==> config.mk <==
export PLATFORM = sky130hd
export DESIGN_NAME = dm_arbiter
export DESIGN_NICKNAME = d
export VERILOG_FILES = /design/src/rtl/dm_arbiter.sv
export SDC_FILE = /design/constraint.sdc
export NUM_CORES = 1
export LEC_CHECK = 0
export ABC_CLOCK_PERIOD_IN_PS = 2130
export CAP_MARGIN = 10
export CORE_AREA = 2 2 120 122
export DETAILED_ROUTE_END_ITERATION = 10
export DIE_AREA = 0 0 122 124
export GPL_ROUTABILITY_DRIVEN = 0
export HOLD_SLACK_MARGIN = 0.03
export PLACE_DENSITY = 0.56
export SETUP_SLACK_MARGIN = 0.5
export SYNTH_ARGS = -nofsm -noshare
export SYNTH_HDL_FRONTEND = slang
export SYNTH_SLANG_ARGS = --single-unit
==> constraint.sdc <==
create_clock -name i_clk -period 2.13 [get_ports i_clk]
set_input_delay 0.213 -clock i_clk [delete_from_list [all_inputs] [get_ports i_clk]]
set_output_delay 0.213 -clock i_clk [all_outputs]
set_load 0.02 [all_outputs]
==> src/rtl/dm_arbiter.sv <==
// dm_arbiter: single-port data-memory arbiter/sequencer between the pipeline
// M stage and a secondary word-wide bus master (DMA/debug).
//
// One access is issued at a time to a fixed-latency DM. Writes complete in the
// issue cycle. Reads hold the arbiter busy until the data returns MEM_LAT
// cycles later. The pipeline normally wins arbitration, but after STARVE_MAX
// consecutive pipeline issues with a DMA request pending, the DMA is forced
// through.
//
// Ports:
//   i_clk, i_rst_n         clock, synchronous active-low reset
//   i_m*                   M-stage request (req, write, addr, wd, op width, load signed)
//   o_mstall/o_mdone/o_mrd M-stage stall, completion strobe, load data
//   i_d*                   DMA request (req, write, word addr, wd)
//   o_dgnt/o_dvalid/o_drd  DMA issue pulse, read-data pulse, read data
//   o_mem_*                DM issue strobe and access fields
//   i_mem_rd               DM read data, valid MEM_LAT cycles after read issue
module dm_arbiter #(
  parameter int unsigned MEM_LAT    = 2,  // 1..7
  parameter int unsigned STARVE_MAX = 4   // 1..7
) (
  input  logic        i_clk,
  input  logic        i_rst_n,
  // M stage
  input  logic        i_mreq,
  input  logic        i_mwrite,
  input  logic [31:0] i_maddr,
  input  logic [31:0] i_mwd,
  input  logic [1:0]  i_mop_width,
  input  logic        i_mload_signed,
  output logic        o_mstall,
  output logic        o_mdone,
  output logic [31:0] o_mrd,
  // DMA / debug master
  input  logic        i_dreq,
  input  logic        i_dwrite,
  input  logic [31:0] i_daddr,
  input  logic [31:0] i_dwd,
  output logic        o_dgnt,
  output logic        o_dvalid,
  output logic [31:0] o_drd,
  // Data memory
  output logic        o_mem_en,
  output logic        o_mem_write,
  output logic [31:0] o_mem_addr,
  output logic [31:0] o_mem_wd,
  output logic [1:0]  o_mem_op_width,
  output logic        o_mem_load_signed,
  input  logic [31:0] i_mem_rd
);

  typedef enum logic [0:0] {StIdle, StRdBusy} state_e;
  typedef enum logic [0:0] {OwnPipe, OwnDma} owner_e;

  localparam logic [2:0] LatCnt    = 3'(MEM_LAT);
  localparam logic [2:0] StarveCnt = 3'(STARVE_MAX);

  state_e     r_state;
  owner_e     r_owner;
  logic [2:0] r_cnt;
  logic [2:0] r_scnt;

  logic w_idle;
  logic w_dma_win;
  logic w_issue_pipe;
  logic w_issue_dma;
  logic w_complete;
  logic w_pipe_done;
  logic w_unused_daddr;

  // DMA accesses are word-wide; the low address bits carry no information.
  assign w_unused_daddr = ^i_daddr[1:0];

  assign w_idle       = (r_state == StIdle);
  assign w_dma_win    = i_dreq & (~i_mreq | (r_scnt == StarveCnt));
  assign w_issue_dma  = w_idle & w_dma_win;
  assign w_issue_pipe = w_idle & i_mreq & ~w_dma_win;
  assign w_complete   = (r_state == StRdBusy) && (r_cnt == LatCnt);
  // Pipeline finishes either on a store issue or on its own read completion.
  assign w_pipe_done  = (w_issue_pipe & i_mwrite) | (w_complete & (r_owner == OwnPipe));

  // Outputs are forced low while reset is asserted.
  always_comb begin
    o_mstall          = 1'b0;
    o_mdone           = 1'b0;
    o_mrd             = '0;
    o_dgnt            = 1'b0;
    o_dvalid          = 1'b0;
    o_drd             = '0;
    o_mem_en          = 1'b0;
    o_mem_write       = 1'b0;
    o_mem_addr        = '0;
    o_mem_wd          = '0;
    o_mem_op_width    = '0;
    o_mem_load_signed = 1'b0;
    if (i_rst_n) begin
      o_mdone  = w_pipe_done;
      o_mstall = i_mreq & ~w_pipe_done;
      o_dgnt   = w_issue_dma;
      o_dvalid = w_complete & (r_owner == OwnDma);
      if (w_complete && (r_owner == OwnPipe)) begin
        o_mrd = i_mem_rd;
      end
      if (w_complete && (r_owner == OwnDma)) begin
        o_drd = i_mem_rd;
      end
      if (w_issue_pipe) begin
        o_mem_en          = 1'b1;
        o_mem_write       = i_mwrite;
        o_mem_addr        = i_maddr;
        o_mem_wd          = i_mwd;
        o_mem_op_width    = i_mop_width;
        o_mem_load_signed = i_mload_signed;
      end else if (w_issue_dma) begin
        o_mem_en    = 1'b1;
        o_mem_write = i_dwrite;
        o_mem_addr  = {i_daddr[31:2], 2'b00};
        o_mem_wd    = i_dwd;
      end
    end
  end

  always_ff @(posedge i_clk) begin
    if (!i_rst_n) begin
      r_state <= StIdle;
      r_owner <= OwnPipe;
      r_cnt   <= '0;
      r_scnt  <= '0;
    end else begin
      unique case (r_state)
        StIdle: begin
          if (w_issue_pipe && !i_mwrite) begin
            r_state <= StRdBusy;
            r_owner <= OwnPipe;
            r_cnt   <= 3'd1;
          end else if (w_issue_dma && !i_dwrite) begin
            r_state <= StRdBusy;
            r_owner <= OwnDma;
            r_cnt   <= 3'd1;
          end
        end
        StRdBusy: begin
          if (w_complete) begin
            r_state <= StIdle;
            r_cnt   <= '0;
          end else begin
            r_cnt <= r_cnt + 3'd1;
          end
        end
        default: r_state <= StIdle;
      endcase

      // Count pipeline wins while the DMA waits; saturate at the forcing point.
      if (!i_dreq || w_issue_dma) begin
        r_scnt <= '0;
      end else if (w_issue_pipe && (r_scnt != StarveCnt)) begin
        r_scnt <= r_scnt + 3'd1;
      end
    end
  end

endmodule

==> summary.md, run 1 <==
| Metric | Value |
|---|---|
| Hold Vio Cnt, Final | `0` |
| Synth warn | `0` |
| Most used DFF post-synth | `dfxtp_1` |
| Final Critical Period | `2130 ps` |
| Slew Viols, Final | `0` |
| Status | `complete, no violations` |
| Worst-case clock buffer depth | `2` |
| Crit Path Max Fanout | `7` |
| Crit path kind | `flip-flop to primary output` |
| Reg2Reg Depth | `8` |
| Netlist cell types | `37` |
| Maximum vdd drop | `0.187 mV` |
| Cell Area, Synth | `~1700 um^2` |
| First-pass GRT wire length | `roughly 20000 um` |
| Routed via count | `between 3k and 4k` |
| Clock latency on the worst-skew pair | `approximately 230 ps` |
| Hold Crit Depth | `2` |
| Post-DP Area | `5490 um^2` |
| Routed Antenna Nets | `0` |
| RSZ-0062 raised after global routing | `true` |
| Final WL | `roughly 15000 um` |
| Worst setup startpoint | `r_scnt[0]` |
| Hold Buf Count CTS | `0` |
| Detailed Routing Iterations Pass 1 | `4` |
| Fin crit share | `~100%` |
| Gr usage total | `about 18%` |
| Root Driver | `clkbuf_16` |
| Sw power | `approximately 0.00052 W` |
| Top-count cell post-synth | `and2_1` |
| Finish-stage setup viols | `0` |
| Post-route DRC | `0` |
| CTS tree | `done` |
| Synth Area per Inst | `around 7.6 um^2` |
| FMAX | `between 400 and 500 MHz` |
| 1st-iter DRT viols | `between 60 and 70` |
| WL/cell | `around 19 um` |
| Clk slew on worst S/H paths | `~40 ps` |
| R2r endpoint | `r_cnt[1]` |
| Vias in the first global route | `3670` |
| Pwr dens | `~230 nW/um^2` |
| Synth top area cells | `a22o_1 (32%), and2_1 (26%), dfxtp_1 (9.5%)` |
| CP startpoint kind | `flip-flop` |
| Pin count of the biggest net entering global routing | `15` |
| Flop2flop setup slack | `approximately 400 ps` |
| Ant diodes | `0` |
| Hold_ws | `~490 ps` |
| H-tree level count | `1` |
| Slew Limit Headroom | `between 80% and 90%` |
| Sequential share of the synthesized area | `approximately a tenth` |
| Measured slew at the worst slew-check pin | `266 ps` |
| Share of post-route cells with drive strength above 1 | `about three fifths` |
| Worst Path Required | `1920 ps` |
| # port buffers | `between 300 and 400` |
| Syn_nets | `between 300 and 400` |
| Combinational share of power | `between 70% and 80%` |
| Top post-synthesis cells by count | `and2_1 (69), a22o_1 (62), buf_2 (11)` |
| Antenna violations before repair | `0` |
| Synth area leader | `a22o_1` |
| GRT overflow | `0` |
| Max Cap Viol | `0` |
| Num CTS Buffers | `3` |
| DP HPWL | `roughly 10000 um` |
| # nets final | `between 700 and 800` |
| FF+latch area | `168 um^2` |
| Hold Path Class | `input port to flip-flop` |
| Reg power frac | `a little over 10%` |
| Critical Path AT | `around 1900 ps` |
| Internal power | `approximately 0.0011 W` |
| EDFF count, synth | `0` |
| Post-DR vias/cell | `between 4 and 5` |
| I/O pin count | `between 300 and 400` |
| Hold Crit Endpoint | `r_state` |
| Endpoint class of the critical path | `primary output` |
| Placeable Area | `13700 um^2` |
| Initial core utilization | `about 12%` |
| Fin Clk Skew | `about 0.84 ps` |
| Crit Reg-Reg Startpoint | `r_scnt[0]` |
| Clock network fraction of design power | `approximately a fifth` |
| Row Count | `43` |
| Die Span X | `roughly 120 um` |
| FILL cells | `1183` |
| Post-synth top area share | `32.4%` |
| Area delta synth->final | `321%` |
| Die ar. | `15100 um^2` |
| Async S/R FF share, synth | `0%` |
| Leakage | `roughly 3.2 nW` |
| CTS Sinks | `8` |
| Hold Crit Start | `i_rst_n` |
| Die H | `124 um` |
| Flops & latches, synth | `8` |
| Syn Inst Count | `220` |
| Switch share | `a little under a third` |
| Final instance area | `~7100 um^2` |
| Multi-input gate area | `about 2000 um^2` |
## worst max path at each step
stage	to	cells past startpoint
4_1_cts	o_mem_wd[25]	10
3_5_place_dp	o_drd[31]	6
6_report	o_mem_wd[14]	10
5_1_grt	o_mem_wd[12]	10
2_1_floorplan	o_mem_addr[27]	7
3_3_place_gp	o_drd[31]	6
## power by group through the flow
stage / registers [W] / clock network [W] / logic (W)
floorplan: 0.000164 / 0 / 0.000352
global placement: 0.000165 / 0 / 0.000948
detailed placement: 0.000166 / 0 / 0.000952
CTS: 0.000167 / 0.000324 / 0.00114
global route: 0.000169 / 0.000332 / 0.00123
finish: 0.000168 / 0.000317 / 0.00117
## cell families after synthesis
logic type	Yosys count	synth area share (%)
fa+ha+maj	4	2.98
compound gates	75	38.6
mux	1	0.597
flops	8	9.54
simple gates	106	39.9
buf+inv	26	8.43
## placed cells by master (no fill, tap or decap), types with 2 or more instances in the layout
cell type	synthesis	routed
a22o_1	62	25
clkbuf_16	0	3
a21oi_1	3	3
nor2_1	4	4
buf_12	0	14
nand3b_1	3	3
inv_2	0	3
nor3_4	1	3
inv_1	5	2
buf_6	4	170
ha_4	0	2
dfxtp_1	8	2
a22o_4	0	37
and2_4	0	69
ha_1	4	2
dlygate4sd2_1	0	4
dfxtp_2	0	6
nor2b_1	3	3
nand2_1	7	6
buf_4	0	28
buf_16	0	13
nand3_1	3	3
buf_8	0	9
clkdlybuf4s50_1	0	163
nand2b_4	1	2
## state kept, by name, summed over array words and instances, names as in the netlist
name / count
r_scnt: 3
r_state: 1
r_owner: 1
r_cnt: 3
## through the flow
stage	setup slack [ps]	utilization (%)	power, W	instances	TNS [ps]
3_3_place_gp	-396	40.0	0.00111	724	-42580
2_1_floorplan	505	-	0.000516	220	0
6_report	1.01	51.5	0.00166	784	0
5_1_grt	-44.4	51.5	0.00173	784	-881
4_1_cts	-34.9	50.4	0.00163	776	-324
3_5_place_dp	-411	40.0	0.00112	724	-44680
## per-layer routing
layer | GRT usage, % | part of all wire, % | up-vias
li1 | - | - | 1591
met1 | 19.0 | 35 | 1591
met2 | 34.7 | 54 | 182
met3 | 4.21 | 8.7 | 14
met4 | 4.60 | 1.7 | 0
met5 | 0 | 0 | -
## cell type report
cell class,count,area share [%]
clock buffer,3,1.06
inverter,5,0.266
multi-input combinational,186,28.0
sequential,8,2.37
tap,180,3.19
timing repair buffer,402,65.1
## critical path, stage by stage (launching register included)
cell	delay (ps)
dfxtp_2	310
inv_2	60
ha_4	150
and3_4	200
nor3_4	40
buf_6	130
buf_12	140
buf_6	130
buf_8	130
a22o_4	260
buf_6	130
## what timing repair did
item	in CTS	in global routing
gates resized for setup	957	17
buffers inserted	36	8
pin swaps	68	39
endpoints found under the setup margin	139	138
gates cloned	13	0
No activity file was read; power rests on OpenSTA's default activity.
==> inputs of run 2 (changes only) <==
--- a/config.mk
+++ b/config.mk
@@ -12,7 +12,7 @@
 export DIE_AREA = 0 0 122 124
 export GPL_ROUTABILITY_DRIVEN = 0
 export HOLD_SLACK_MARGIN = 0.03
-export PLACE_DENSITY = 0.56
+export PLACE_DENSITY = 0.6
 export SETUP_SLACK_MARGIN = 0.5
 export SYNTH_ARGS = -nofsm -noshare
 export SYNTH_HDL_FRONTEND = slang
==> summary.md, run 2 (same netlist as run 1, synthesis figures left out) <==
| Metric | Value |
|---|---|
| Final Util | `50.4% (was 51.5%)` |
| H-tree level count | `1 (unchanged)` |
| Final WL | `15200 um (was 14700 um)` |
| Area delta synth->final | `312% (was 321%)` |
| Initial core utilization | `12.2% (unchanged)` |
| Pwr dens | `235 nW/um^2 (about the same)` |
| Leakage | `3.13 nW (was 3.21 nW)` |
| CTS Sinks | `8 (unchanged)` |
| Commonest non-fill, non-tap cells in the layout | `clkdlybuf4s50_1 (163), buf_6 (163), and2_4 (64) (was buf_6 (170), clkdlybuf4s50_1 (163), and2_4 (69))` |
| Hold Vio Cnt, Final | `0 (unchanged)` |
| Fin crit share | `96.6% (was 100%)` |
| Worst-case clock buffer depth | `2 (unchanged)` |
| Pin count of the biggest net entering global routing | `18 (was 15)` |
| Crit path kind | `flip-flop to primary output (unchanged)` |
| # nets final | `774 (was 779)` |
| Post-route DRC | `0 (unchanged)` |
| Endpoint class of the critical path | `primary output (unchanged)` |
| Slew Viols, Final | `0 (unchanged)` |
| Routed via count | `3356 (was 3378)` |
| Share of post-route cells with drive strength above 1 | `59.9% (was 61.4%)` |
| Placeable Area | `13700 um^2 (unchanged)` |
| Status | `complete, no violations (unchanged)` |
| Final Critical Period | `2060 ps (was 2130 ps)` |
| Antenna violations before repair | `0 (unchanged)` |
| Ant diodes | `0 (unchanged)` |
| Critical Path AT | `1840 ps (was 1920 ps)` |
| Hold Path Class | `flip-flop to flip-flop (was input port to flip-flop)` |
| Root Driver | `clkbuf_16 (unchanged)` |
| Setup TNS | `0 ps (unchanged)` |
| GRT overflow | `0 (unchanged)` |
| Clk slew on worst S/H paths | `40 ps (about the same)` |
| Fin Clk Skew | `1.30 ps (was 0.844 ps)` |
| Measured slew at the worst slew-check pin | `377 ps (was 266 ps)` |
| I/O pin count | `306 (unchanged)` |
| RSZ-0062 raised after global routing | `true (unchanged)` |
| Crit Path Max Fanout | `8 (was 7)` |
| # port buffers | `303 (unchanged)` |
| Worst Path Required | `1920 ps (about the same)` |
| Die H | `124 um (unchanged)` |
| CP startpoint kind | `flip-flop (unchanged)` |
| Top flop regs | `r_cnt x3, r_scnt x3 (unchanged)` |
| Hold_ws | `541 ps (was 485 ps)` |
| Pwr Total | `0.00163 W (was 0.00166 W)` |
| Routed Antenna Nets | `0 (unchanged)` |
| Num CTS Buffers | `3 (unchanged)` |
| First-pass GRT wire length | `19700 um (was 20500 um)` |
| Post-DR vias/cell | `4.31 (about the same)` |
| Slew Limit Headroom | `74.5% (was 82.2%)` |
| WL/cell | `19.5 um (was 18.7 um)` |
| Finish-stage setup viols | `0 (unchanged)` |
| Die ar. | `15100 um^2 (unchanged)` |
| Post-DP Area | `5370 um^2 (was 5490 um^2)` |
| Final instance area | `6920 um^2 (was 7060 um^2)` |
| Row Count | `43 (unchanged)` |
| Die Span X | `122 um (unchanged)` |
| Vias in the first global route | `3356 (was 3670)` |
| CTS tree | `done (unchanged)` |
| Clock latency on the worst-skew pair | `230 ps (about the same)` |
| Max Cap Viol | `0 (unchanged)` |
| FMAX | `486 MHz (was 470 MHz)` |
| Gr usage total | `17.1% (was 17.7%)` |
| Hold Buf Count CTS | `0 (unchanged)` |
| 1st-iter DRT viols | `75 (was 63)` |
| FILL cells | `1204 (was 1183)` |
| Detailed Routing Iterations Pass 1 | `4 (unchanged)` |
| Maximum vdd drop | `0.251 mV (was 0.187 mV)` |
| DP HPWL | `10700 um (was 10000 um)` |
run 2: per-layer routing:
metal | GRT usage, % | share of wire [%] | vias to the layer above
met3 | 4.90 | 10 | 12
met2 | 33.0 | 54 | 191
met5 | 0 | 0 | -
li1 | - | - | 1576
met4 | 3.38 | 1.6 | 0
met1 | 18.6 | 35 | 1577
run 2: worst max-delay path, cell delays in order, from the launching register on:
cell     delay (ps)
dfxtp_2         330
inv_2            40
ha_4            150
and3_4          190
nor3_4          180
buf_6           180
buf_16          120
buf_12          120
a22o_1          170
buf_6           130
run 2: area by class of cell:
class	count	area, um^2	area share, %
sequential	8	169	2.44
timing repair buffer	397	4500	65.0
clock buffer	3	75.1	1.09
inverter	5	18.8	0.271
tap	180	225	3.26
multi-input combinational	186	1930	27.9
run 2: worst paths after layout:
check / slack, ps / depth (start not counted) / to / startpoint
max: 70 / 9 / o_mem_addr[31] / r_scnt[0]
min: 540 / 1 / r_cnt[1] / r_cnt[1]
max reg2reg: 410 / 8 / r_cnt[1] / r_scnt[0]
min reg2reg: 540 / 1 / r_cnt[1] / r_cnt[1]
run 2: through the flow:
stage               instances  setup slack, ps
floorplan                 220              505
global placement          712             -348
detailed placement        712             -360
CTS                       745             10.6
global route              779            -35.3
finish                    779             72.5
run 2: timing repair:
action	CTS	global route
cloned	13	2
setup buffers	17	32
gates resized for setup	407	512
pin swaps	10	42
setup endpoints to repair	139	140
run 2: report_power, final:
part           switching (W)  total (W)  internal, W
registers          0.0000103   0.000170     0.000160
clock network      0.0000700   0.000312     0.000242
logic               0.000433    0.00114     0.000711
total               0.000514    0.00163      0.00111
